## config.mk

```make
export PLATFORM = sky130hd
export DESIGN_NAME = multicycle_cpu
export DESIGN_NICKNAME = d
export VERILOG_FILES = /design/src/rtl/multicycle_cpu.sv
export SDC_FILE = /design/constraint.sdc
export NUM_CORES = 1
export LEC_CHECK = 0
export CORE_ASPECT_RATIO = 1.2
export CORE_UTILIZATION = 40
export CTS_BUF_LIST = sky130_fd_sc_hd__clkbuf_8
export CTS_CLUSTER_DIAMETER = 50
export CTS_CLUSTER_SIZE = 12
export DETAILED_ROUTE_END_ITERATION = 8
export DONT_BUFFER_PORTS = 1
export HOLD_SLACK_MARGIN = 0.02
export PLACE_DENSITY = 0.64
export SYNTH_ARGS = -nofsm -noshare
export SYNTH_HDL_FRONTEND = slang
export SYNTH_SLANG_ARGS = --single-unit
```

## constraint.sdc

```tcl
create_clock -name Clock -period 11.4 [get_ports Clock]
set_input_delay 0.57 -clock Clock [delete_from_list [all_inputs] [get_ports Clock]]
set_output_delay 0.57 -clock Clock [all_outputs]
set_load 0.1 [all_outputs]
```

## src/rtl/multicycle_cpu.sv

```systemverilog
// Multicycle load/store CPU: FETCH/DECODE/EXEC/MEM/WB/HALT sequencer driving a
// registered request/acknowledge memory port shared by fetch and data accesses.
module multicycle_cpu #(
    parameter int unsigned DATA_W = 24,
    parameter int unsigned REG_AW = 2
) (
    input  logic              Clock,
    input  logic              Reset_n,
    output logic              MemReq,
    output logic              MemWe,
    output logic [DATA_W-1:0] MemAddr,
    output logic [DATA_W-1:0] MemWData,
    input  logic [DATA_W-1:0] MemRData,
    input  logic              MemAck,
    output logic              Halted,
    output logic [DATA_W-1:0] Pc,
    output logic [31:0]       Retired
);
    localparam int unsigned NREG  = 1 << REG_AW;
    localparam int unsigned IMM_W = DATA_W - 4 - 2 * REG_AW;

    typedef enum logic [2:0] {FETCH, DECODE, EXEC, MEM, WB, HALT} state_t;
    typedef enum logic [3:0] {
        OP_R    = 4'd0,
        OP_ADDI = 4'd1,
        OP_LW   = 4'd2,
        OP_SW   = 4'd3,
        OP_BEQ  = 4'd4,
        OP_BNE  = 4'd5,
        OP_JMP  = 4'd6,
        OP_HALT = 4'd15
    } op_t;

    state_t            state, state_n;
    logic [DATA_W-1:0] ir, a, b, alu;
    logic [DATA_W-1:0] ir_n, a_n, b_n, alu_n, pc_n;
    logic [DATA_W-1:0] regs [NREG];
    logic [3:0]        opcode, func;
    logic [REG_AW-1:0] rs, rt, rd, wr_idx;
    logic [DATA_W-1:0] imm, jtarget, rs_val, rt_val, r_result;
    logic              mem_done, retire, wr_en, is_sw;

    assign opcode   = ir[DATA_W-1 -: 4];
    assign rs       = ir[DATA_W-5 -: REG_AW];
    assign rt       = ir[DATA_W-5-REG_AW -: REG_AW];
    assign rd       = ir[DATA_W-5-2*REG_AW -: REG_AW];
    assign func     = ir[3:0];
    assign imm      = {{(DATA_W-IMM_W){ir[IMM_W-1]}}, ir[IMM_W-1:0]};
    assign jtarget  = {4'b0000, ir[DATA_W-5:0]};
    assign rs_val   = (rs == '0) ? '0 : regs[rs];
    assign rt_val   = (rt == '0) ? '0 : regs[rt];
    assign mem_done = MemReq && MemAck;
    assign is_sw    = (opcode == OP_SW);
    assign Halted   = (state == HALT);

    always_comb begin
        r_result = '0;
        case (func)
            4'd0:    r_result = a + b;
            4'd1:    r_result = a - b;
            4'd2:    r_result = a & b;
            4'd3:    r_result = a | b;
            4'd4:    r_result = a ^ b;
            4'd5:    r_result = {{(DATA_W-1){1'b0}}, ($signed(a) < $signed(b))};
            4'd6:    r_result = a << b[3:0];
            4'd7:    r_result = a >> b[3:0];
            default: r_result = '0;
        endcase
    end

    always_comb begin
        state_n = state;
        pc_n    = Pc;
        ir_n    = ir;
        a_n     = a;
        b_n     = b;
        alu_n   = alu;
        retire  = 1'b0;
        wr_en   = 1'b0;
        wr_idx  = rd;
        unique case (state)
            FETCH: begin
                if (mem_done) begin
                    ir_n    = MemRData;
                    pc_n    = Pc + DATA_W'(1);
                    state_n = DECODE;
                end
            end
            DECODE: begin
                a_n     = rs_val;
                b_n     = rt_val;
                state_n = EXEC;
            end
            EXEC: begin
                state_n = FETCH;
                case (opcode)
                    OP_R: begin
                        alu_n   = r_result;
                        state_n = WB;
                    end
                    OP_ADDI: begin
                        alu_n   = a + imm;
                        state_n = WB;
                    end
                    OP_LW, OP_SW: begin
                        alu_n   = a + imm;
                        state_n = MEM;
                    end
                    OP_BEQ: begin
                        if (a == b) pc_n = Pc + imm;
                        retire = 1'b1;
                    end
                    OP_BNE: begin
                        if (a != b) pc_n = Pc + imm;
                        retire = 1'b1;
                    end
                    OP_JMP: begin
                        pc_n   = jtarget;
                        retire = 1'b1;
                    end
                    OP_HALT: state_n = HALT;
                    default: retire = 1'b1;
                endcase
            end
            MEM: begin
                if (mem_done) begin
                    if (is_sw) begin
                        state_n = FETCH;
                        retire  = 1'b1;
                    end else begin
                        alu_n   = MemRData;
                        state_n = WB;
                    end
                end
            end
            WB: begin
                wr_en   = 1'b1;
                wr_idx  = (opcode == OP_R) ? rd : rt;
                state_n = FETCH;
                retire  = 1'b1;
            end
            HALT: state_n = HALT;
            default: state_n = FETCH;
        endcase
    end

    // Memory port is registered from the next state, so the first fetch after
    // reset sees one idle cycle while the request is being raised.
    always_ff @(posedge Clock) begin
        if (!Reset_n) begin
            state    <= FETCH;
            Pc       <= '0;
            ir       <= '0;
            a        <= '0;
            b        <= '0;
            alu      <= '0;
            Retired  <= '0;
            MemReq   <= 1'b0;
            MemWe    <= 1'b0;
            MemAddr  <= '0;
            MemWData <= '0;
            for (int unsigned i = 0; i < NREG; i++) regs[i] <= '0;
        end else begin
            state    <= state_n;
            Pc       <= pc_n;
            ir       <= ir_n;
            a        <= a_n;
            b        <= b_n;
            alu      <= alu_n;
            if (retire) Retired <= Retired + 32'd1;
            if (wr_en && (wr_idx != '0)) regs[wr_idx] <= alu;
            MemReq   <= (state_n == FETCH) || (state_n == MEM);
            MemWe    <= (state_n == MEM) && is_sw;
            MemAddr  <= (state_n == MEM) ? alu_n : pc_n;
            MemWData <= ((state_n == MEM) && is_sw) ? b : '0;
        end
    end
endmodule
```

* Word level (Yosys, flattened, before mapping) *
Memories as Yosys holds them, arrays and structs flattened. A register that Yosys moved wholly into a read port is not among the register bits.
Index checks and enable logic that the tools add are counted.

storage, ports and cells
  bits in registers = 205
  latch bits = 0
  bits in writable memories = 96
  memory bits (read-only) = 0
  word-level logic and storage cells = 100
  memories = 1

memory list
  name  depth  bits a word  rd ports  clocked after Yosys merged registers in  write ports  RTL line  RTL
  regs  4      24           2         2                                        4            37        logic [DATA_W-1:0] regs [NREG];

cells by class
  $add $sub $neg = 6
  multiply operators = 0
  div/mod/pow operators = 0
  magnitude comparators = 1
  equal/unequal tests = 22
  shift-type cells = 2
  mux-type cells = 36
  bitwise logic cells = 3
  reduce and logical (&&, ||, !) cells = 18

operator list
  cell                                                              count
  24-bit 2-to-1 mux                                                 9
  24-bit one-hot mux with 8 select lines                            1
  24-bit one-hot mux with 2 select lines                            3
  24-bit adder                                                      3
  24-bit one-hot mux with 3 select lines                            1
  32-bit by 1-bit adder with 32-bit output (second input constant)  1
  4-bit by 3-bit == test with 1-bit output (second input constant)  7
  24-bit by 1-bit adder with 24-bit output (second input constant)  1
  24-bit AND                                                        1
  24-bit == test                                                    1
  24-bit < comparator                                               1
  24-bit != test                                                    1
  24-bit OR                                                         1
  24-bit OR reduction                                               1
  24-bit by 4-bit << shifter with 24-bit output                     1
  24-bit by 4-bit right shift with 24-bit output                    1
  24-bit subtractor                                                 1
  24-bit bitwise XOR                                                1
  4-bit by 2-bit == test with 1-bit output (second input constant)  4
  3-bit one-hot mux with 5 select lines                             1
  2-bit 2-to-1 mux                                                  7
  3-bit by 2-bit == test with 1-bit output (second input constant)  3
  1-bit 2-to-1 mux                                                  9
  3-bit 2-to-1 mux                                                  3
  16 further kinds                                                  25

* Longest topological paths before layout *
  word-level depth = 10
  mapped depth = 16
  mapped depth without buffers = 12

* Worst setup path before layout *
OpenSTA, ideal clock, no wires.

  path kind = reg2reg
  start point = register Pc[0]
  end point = register MemAddr[20]
  arrival time = 3.669 ns
  required time = 11.283 ns
  path slack = 7.614 ns
  stages on the path, launching flop included = 13
  period minus slack after synthesis = 3.786 ns
  cell sequence = dfxtp_1 ha_1 inv_1 fa_1 nor2b_1 o31ai_1 and4_1 or3b_2 o31ai_1 a21oi_1 xnor2_1 a221o_1 a32o_1

between the ends
  word-level cells in the longest chain between the ends = 5
  elaborated cells on any way between the ends = 8
  those cells by class = add/sub: 2; mux: 6

ends and longest elaborated chain
  element                                     RTL line  RTL
  from (decl)                                 16        output logic [DATA_W-1:0] Pc,
  from (signal assigned)                      165       Pc <= pc_n;
  24-bit adder                                110, 114
  24-bit 2-to-1 mux (on tied branches)        114, 110
  24-bit one-hot mux with 3 select lines      96        case (opcode)
  24-bit one-hot mux with 2 select lines (*)  81        unique case (state)
  24-bit 2-to-1 mux (*)                       174       MemAddr <= (state_n == MEM) ? alu_n : pc_n;
  to (signal assigned)                        174
  to (decl)                                   11        output logic [DATA_W-1:0] MemAddr,

Every way passes the cells marked *; elsewhere a longest branch is shown, timed or not.
A chain may end at the register's enable or synchronous reset.

* Worst setup path after layout *
  start point = register b[4]
  end point = register MemAddr[17]

between the ends
  word-level cells in the longest chain between the ends = 5
  elaborated cells on any way between the ends = 12
  those cells by class = add/sub: 2; eq/ne: 2; mux: 8

ends and longest elaborated chain
  element                                                                                           RTL line  RTL
  from (decl)                                                                                       35        logic [DATA_W-1:0] ir, a, b, alu;
  from (signal assigned)                                                                            168       b <= b_n;
  24-bit subtractor, or another cell as far along                                                   60        4'd1: r_result = a - b;
  24-bit one-hot mux with 8 select lines, or another cell as far along                              58        case (func)
  24-bit one-hot mux with 2 select lines or 24-bit one-hot mux with 3 select lines (tied branches)  96
  24-bit one-hot mux with 2 select lines                                                            81
  24-bit 2-to-1 mux (*)                                                                             174

Marks and branches as above.

==> results.toml <==
[status]
status = "finished clean"

[setup_path]
crit_top_cell = "o21ai_0"
end_kind = "flip-flop"
start_kind = "flip-flop"
reg2regPathDepth = 11
slowest_delay_ns = 0.68
crit_type = "reg -> reg"
crit_slowest_cell = "a2111oi_1"
crit_chain = "inv_1 > ha_1 > a2111oi_1 > a21boi_0 > o21ai_0 > a311oi_1 > xnor2_1 > nor2_1 > o21ai_0 > o211ai_1 > a32o_1"
cp.arrival_ns = 5.12
worst_ep_required_time_ns = 11.89
cp_max_fo = 9

[cts]
clk_latency_ns = 0.63
cts_tree = "yes"
postCtsSetupBuffers = 0
clock_sinks = 305
htreeDepth = 2
cts_resized = 0
ctsHoldBuffers = 0
numCtsBuffers = 39
cts-root-buf = "clkbuf_8"
clockBufferDepth = 3
path_clk_slew_ns = 0.09

[drt]
wl_per_cell_um = 28.18
drtPass1Iterations = 6
vias = 20530
drt_iter0_markers = 2412
viasPerCell = 6.419
antenna_left = 0
drt-total-wl_mm = 90.14
drcViolationCount = 0

[placement]
place_area_um2 = 22540
port_buffers = 0
gp_congestion = 1.028
dp_hpwl_mm = 67.68

[power]
totalPowerFinal_uw = 2391
ir_drop_mv = 0.08777
p_leak_uw = 0.008571
power_per_cell_area_nw_per_um2 = 102.7

[die]
die_y_um = 256.5
core_um2 = 52950
die_w_um = 214.1
start_util = 0.4078
rows = 92
dieArea_um2 = 54910
pin_count = 134

[layout]
final_cell_mix = "nor2_1, nand2_1, dfxtp_1"
mostFrequentLayoutCell = "nor2_1"
nets = 2619
drive_above_1_share = 0.1007
fillers = 5295
multiInputGateArea_um2 = 13670
syn_to_final_growth_pct = 7.876
regArea_um2 = 7077
fin_util = 0.4399
design_area_um2 = 23290

[global_route]
grt_pass1_vias = 19940
grt_pass1_wl_mm = 132.3
grt.overflow.total = 0
grt_usage = 0.3201
grt_max_degree = 94
grt_antenna_before_repair = 2

[logic_synthesis]
synth_edf_count = 96
avgSynthCellArea_um2 = 8.671
ys_types = 88
synthesis.area_um2 = 21590
yosys_warnings = 0
ys_seq_area_frac = 0.3273
ys_ff_latch = 305
synthCells = 2490
synthArstFlopShare = 0
synth_ff_type = "dfxtp_1"

[sta]
slew_viol_final = 0
fin_crit_sh = 0.4065
worst_pin_slew_ns = 1.180
fin_crit_ns = 4.634
relSlewSlack = 0.2122
tns_ns = 0
setup_viol = 0
fmax_mhz = 215.8
fin_worst_skew_ns = 0.04681
hold_slack_ns = 0.07921
rsz0062_at_grt = "no"
hold_viol = 0

[hold_path]
min_path_type = "in -> reg"
hold_depth = 2

[job]
cap_violations = 0
## layout make-up
class                           count  share of cell area
Tap cell                          705             0.03787
Multi-Input combinational cell   1948              0.5867
Sequential cell                   305              0.3038
Clock inverter                     30            0.008488
Inverter                           96             0.01569
Timing Repair Buffer               73             0.02353
Clock buffer                       40             0.02364
Antenna cell                        2           0.0002149
## Yosys cell counts (11+ instances only)
cell type	n	share of area
buf_2	11	0.0025
a31oi_1	30	0.0087
buf_1	18	0.0031
or3_1	24	0.0070
nand4_1	19	0.0055
edfxtp_1	96	0.13
dfxtp_1	209	0.19
nor2b_1	17	0.0049
o21a_1	18	0.0063
a211o_1	13	0.0053
nor3_1	46	0.011
inv_1	93	0.016
a211oi_1	31	0.011
clkbuf_1	133	0.023
a22oi_1	69	0.024
o211ai_1	25	0.0087
a21o_1	27	0.0094
mux2_2	11	0.0057
nand3_1	59	0.014
o21ai_0	127	0.029
a21oi_1	198	0.046
o31ai_1	17	0.0059
a221oi_1	22	0.0089
nand2b_1	23	0.0067
mux4_2	67	0.070
o22ai_1	27	0.0078
mux2i_1	53	0.025
o21bai_1	13	0.0045
nor2_1	269	0.047
ha_1	125	0.072
and2_1	82	0.024
and3_1	42	0.012
xor2_1	30	0.012
a222oi_1	17	0.0079
xnor2_1	50	0.020
nand2_1	207	0.036
a221o_1	15	0.0070
## cell families after synthesis
group                    Yosys count  synth area share
adder cells (fa/ha/maj)          129           0.07615
multiplexers                     131            0.1002
other                              1         0.0001737
AND/OR/NAND/NOR                  835            0.1857
buffers and inverters            260           0.04624
XOR/XNOR                          80           0.03245
flip-flops                       305            0.3273
AO/OA/AOI/OAI                    749            0.2318
## power breakdown
group	switching, µW	internal, µW	leakage [µW]
clock	469	349	0.000427
combinational	243	114	0.00547
sequential	67.5	1150	0.00267
## sequential cells by signal (all words and copies together), names as in the netlist, named ones only
signal,cells
a,24
MemWe,1
b,24
alu,24
state,3
regs,96
MemAddr,24
MemReq,1
MemWData,24
Retired,32
Pc,24
ir,24
## final timing paths
path         startpoint          end  slack, ns
max                b[4]  MemAddr[17]       6.77
min reg2reg      ir[18]    flip-flop       0.54
max reg2reg        b[4]  MemAddr[17]       6.77
min             Reset_n      alu[20]       0.08
## per-layer routing
| layer | vias to the layer above | wire length, µm | part of all wire | track usage |
|---|---|---|---|---|
| li1 | 9189 | - | - | - |
| met1 | 9949 | 34150 | 0.38 | 0.3889 |
| met2 | 1158 | 42150 | 0.47 | 0.5269 |
| met3 | 238 | 7356 | 0.082 | 0.05101 |
| met4 | 0 | 6478 | 0.072 | 0.2050 |
| met5 | - | 0 | 0 | 0 |
## metrics by stage
stage / worst slack [ns] / cells
2_1_floorplan: 7.614 / 2513
3_3_place_gp: 6.842 / 3127
3_5_place_dp: 6.859 / 3127
4_1_cts: 6.790 / 3197
5_1_grt: 6.430 / 3198
6_report: 6.766 / 3199
## critical path: cells and delay by family (launching register included)
kind	cells	cell delay, ns
AO/OA/AOI/OAI	7	3.15
flip-flops	1	0.55
adder cells (fa/ha/maj)	1	0.42
XOR/XNOR	1	0.19
buffers and inverters	1	0.12
AND/OR/NAND/NOR	1	0.06
Note: power is estimated with default switching activity, not from simulation.
